--- src/rtl/uart_rx_8n1.sv ---
// UART receiver, 8 data bits, no parity, one stop bit.
// The line is double-flopped, then a single FSM times each bit from the
// falling edge of the start bit. Received bytes and framing errors are
// reported as registered one-cycle pulses.
`timescale 1ns/1ps

module uart_rx_8n1 #(
  parameter int CLKS_PER_BIT = 217
) (
  input  logic       clk_i,
  input  logic       rst_i,
  input  logic       rx_serial_i,
  output logic       rx_dv_o,
  output logic [7:0] rx_byte_o,
  output logic       rx_frame_err_o
);

  // Counter only has to reach CLKS_PER_BIT-1.
  localparam int CW = (CLKS_PER_BIT > 1) ? $clog2(CLKS_PER_BIT) : 1;
  localparam logic [CW-1:0] LAST_CNT = CW'(CLKS_PER_BIT - 1);
  localparam logic [CW-1:0] MID_CNT  = CW'((CLKS_PER_BIT - 1) / 2);

  typedef enum logic [2:0] {
    S_IDLE,
    S_START,
    S_DATA,
    S_STOP,
    S_CLEANUP
  } state_t;

  logic          sync_meta;
  logic          sync_line;
  state_t        state;
  logic [CW-1:0] cnt;
  logic [2:0]    idx;
  logic [7:0]    shift;

  // Two-flop synchronizer; resets to the idle (high) level so that reset
  // release never looks like a start edge on an idle line.
  always_ff @(posedge clk_i or posedge rst_i) begin
    if (rst_i) begin
      sync_meta <= 1'b1;
      sync_line <= 1'b1;
    end else begin
      sync_meta <= rx_serial_i;
      sync_line <= sync_meta;
    end
  end

  // Receive FSM with registered byte, data-valid and framing-error outputs.
  always_ff @(posedge clk_i or posedge rst_i) begin
    if (rst_i) begin
      state          <= S_IDLE;
      cnt            <= '0;
      idx            <= '0;
      shift          <= '0;
      rx_dv_o        <= 1'b0;
      rx_frame_err_o <= 1'b0;
      rx_byte_o      <= '0;
    end else begin
      // Pulses last one cycle unless re-asserted below.
      rx_dv_o        <= 1'b0;
      rx_frame_err_o <= 1'b0;

      case (state)
        S_IDLE: begin
          cnt <= '0;
          if (!sync_line) begin
            state <= S_START;
          end
        end

        S_START: begin
          // Re-check the line at mid start bit to reject short glitches.
          if (cnt == MID_CNT) begin
            if (!sync_line) begin
              cnt   <= '0;
              idx   <= '0;
              state <= S_DATA;
            end else begin
              state <= S_IDLE;
            end
          end else begin
            cnt <= cnt + 1'b1;
          end
        end

        S_DATA: begin
          // Mid-start plus one full bit lands in the middle of each data bit.
          if (cnt == LAST_CNT) begin
            cnt        <= '0;
            shift[idx] <= sync_line;
            if (idx == 3'd7) begin
              state <= S_STOP;
            end else begin
              idx <= idx + 3'd1;
            end
          end else begin
            cnt <= cnt + 1'b1;
          end
        end

        S_STOP: begin
          if (cnt == LAST_CNT) begin
            cnt <= '0;
            if (sync_line) begin
              rx_byte_o <= shift;
              rx_dv_o   <= 1'b1;
            end else begin
              rx_frame_err_o <= 1'b1;
            end
            state <= S_CLEANUP;
          end else begin
            cnt <= cnt + 1'b1;
          end
        end

        S_CLEANUP: begin
          // Wait for the line to return high so a held break cannot retrigger.
          if (sync_line) begin
            state <= S_IDLE;
          end
        end

        default: begin
          state <= S_IDLE;
        end
      endcase
    end
  end

endmodule

--- config.mk ---
export PLATFORM = sky130hd
export DESIGN_NAME = uart_rx_8n1
export DESIGN_NICKNAME = d
export VERILOG_FILES = /design/src/rtl/uart_rx_8n1.sv
export SDC_FILE = /design/constraint.sdc
export NUM_CORES = 1
export LEC_CHECK = 0
export ABC_AREA = 1
export CORE_MARGIN = 2
export CORE_UTILIZATION = 60
export DETAILED_ROUTE_END_ITERATION = 8
export GPL_TIMING_DRIVEN = 0
export PLACE_DENSITY = 0.92
export SYNTH_ARGS = -nofsm -noshare
export SYNTH_HDL_FRONTEND = slang
export SYNTH_SLANG_ARGS = --single-unit
--- constraint.sdc ---
create_clock -name clk_i -period 3.7 [get_ports clk_i]
set_input_delay 0.555 -clock clk_i [delete_from_list [all_inputs] [get_ports clk_i]]
set_output_delay 0.555 -clock clk_i [all_outputs]
set_load 0.05 [all_outputs]
==> results.cfg <==
[sta]
slew_viol_final = 0
min_period_ns = 2.06
max_freq_mhz = 484
maxSlewHeadroom = 0.539
finalCritPeriodShare = 0.558
grt_setup_unrepaired = false
fin_setup_tns_ns = 0
worst_clock_skew_ns = 0.00514
worst_pin_slew_ns = 0.690
final_hold_viol_count = 0
finalSetupViolCount = 0
fin_ws_ns = 1.64
fin_hold_ws_ns = 0.363

[critical_path]
cp_num_buf_inv = 1
startpoint = rx_byte_o[1]
reg2regPathDepth = 8
end_kind = output port
critical_path_class = flip-flop to output port
cp_slowest_stage_delay_ns = 0.81
cp.required_ns = 3.14
path_delay_family = buffers and inverters
cp_cell_sequence = clkdlybuf4s50_1
cp_slowest_cell = clkdlybuf4s50_1
r2r_start = cnt[0]
cp-start-kind = flip-flop
r2r_end = rx_byte_o[7]
crit_path_max_fanout = 2
r2r_slack_ns = 2.10
crit_end = rx_byte_o[1]
cp_num_cells = 1
cp.arrival_ns = 1.51

[final_layout]
final_common_cell = nand2_1
layout-drive-gt1-share = 0.120
syn2layout_area_growth_pct = 14.8
num-fill-cells = 221
layout_common_cells = 84 x nand2_1, 32 x dfrtp_1, 30 x nand3_1, 26 x inv_1, 17 x nand4_1
utilization = 0.710
layout.nets = 264
diodes = 0

[drt]
drt_iter0_markers = 76
viasPerCell = 5.46
drc_errors = 0
postRouteAntennaNets = 0
vias = 1588
routedWlPerCell_um = 11.9
drt-met1-wl_um = 1640
highest_layer = met4
dr_wl_met3_um = 195
first_pass_iters = 4
dr_wl_met2_um = 1530
drt_wl_total_um = 3450

[global_route]
grt_max_degree = 35
grt_pass1_wl_um = 5870
overflow = 0
first_global_vias = 1420
grt_usage = 0.223
antenna_found_initial = 0

[synth]
syn_inst = 238
yosys.area.top_type = dfrtp_1
synth_seq_cells = 34
synth_area_um2 = 1840
synth.distinct_cells = 24
ys_seq_area_frac = 0.463
synth_area_leaders = dfrtp_1 43%, nand2_1 17%, nand3_1 8.2%
synth_nets = 245
avgSynthCellArea_um2 = 7.74
ys_warn_count = 0
synth_top_area_share = 0.435

[floorplan]
num_rows = 20
fp.dieH_um = 59.4
fp.dieArea_um2 = 3530
core_area_um2 = 2980
ios = 13
fp.dieW_um = 59.4
initial_core_util = 0.618

[clock_tree]
postCtsSetupBuffers = 0
h-tree-depth = 2
cts_tree = built
clkLatencyLatePin_ns = 0.34
ctsHoldBuffers = 0
root_buffer = clkbuf_4
cts.path.max_buffers = 2
path_clk_slew_ns = 0.10
ctsResizeCount = 0
cts_made_buffers = 5
cts_num_sinks = 34

[place]
place_hpwl_um = 2440
dp_slack_ns = 1.65
io_buffers = 12
place_congestion = 0.853

[power]
power_uw = 744
p_per_area_nw_per_um2 = 352
total_leakage_power_nw = 1.16
ir_worst_vdd_mv = 0.314

[run]
max_cap_violations = 0

[min_path]
hold_class = flip-flop to flip-flop
hp-start = sync_meta

[run_status]
status = complete, no violations
per-layer routing:
layer,GRT usage,vias up
met5,0,-
met3,0.0524,10
met2,0.341,52
met1,0.286,722
li1,-,804
met4,0.136,0
power breakdown:
part	total [mW]	internal, mW	switching, mW	leakage, nW
Clock	0.356	0.229	0.127	0.0585
Sequential	0.374	0.373	0.000528	0.453
Combinational	0.0143	0.00306	0.0112	0.653
Total	0.744	0.605	0.139	1.16
cells by family (layout without fill, tap and decap cells):
| group | after synthesis | after routing | synth area share |
|---|---|---|---|
| adders and majority gates | 4 | 4 | 0.0272 |
| and+or+nand+nor | 159 | 159 | 0.408 |
| xor gates and xnor gates | 1 | 1 | 0.00476 |
| AOI/OAI and AO/OA | 5 | 5 | 0.0149 |
| DFF | 34 | 34 | 0.463 |
| buffers and inverters | 35 | 55 | 0.0815 |
per-stage QoR:
step / instance area [um^2] / cells
floorplan: 1840 / 238
global placement: 2000 / 283
detailed placement: 2000 / 283
CTS: 2110 / 291
global route: 2110 / 291
finish: 2110 / 291
how the worst min path moves through the flow:
stage | cells after the start | end | slack, ns
finish | 0 | sync_line | 0.36
detailed placement | 0 | sync_line | 0.35
floorplan | 0 | sync_line | 0.35
global route | 0 | sync_line | 0.37
CTS | 0 | sync_line | 0.36
global placement | 0 | sync_line | 0.35
final cells by class:
cell class	instances	area [um^2]	area share
timing repair buffer	12	120	0.0568
buffer	5	37.5	0.0178
inverter	30	113	0.0533
clock buffer	6	51.3	0.0243
tap	33	41.3	0.0195
clock inverter	2	60.1	0.0284
multi-input combinational	169	838	0.396
sequential	34	853	0.404
flip-flops by register name (all words and copies together), names as in the netlist:
register,cells
state,3
rx_dv_o,1
idx,3
cnt,8
rx_frame_err_o,1
sync_line,1
sync_meta,1
shift,8
rx_byte_o,8
synth_stat cells:
| cell type | instances |
|---|---|
| o21ai_0 | 1 |
| nor2_1 | 15 |
| inv_1 | 27 |
| xor2_1 | 1 |
| nand3_2 | 2 |
| nand4_2 | 1 |
| dfstp_2 | 2 |
| nor2_4 | 2 |
| buf_2 | 3 |
| o21ai_1 | 3 |
| buf_4 | 1 |
| nand2_4 | 1 |
| nor2_2 | 2 |
| dfrtp_1 | 32 |
| inv_2 | 3 |
| nand2_2 | 3 |
| nand3_1 | 30 |
| nor2_8 | 1 |
| nand2_1 | 84 |
| ha_1 | 4 |
| nor4_1 | 1 |
| o21bai_1 | 1 |
| buf_8 | 1 |
| nand4_1 | 17 |
Power figures use the tool's default switching activity.
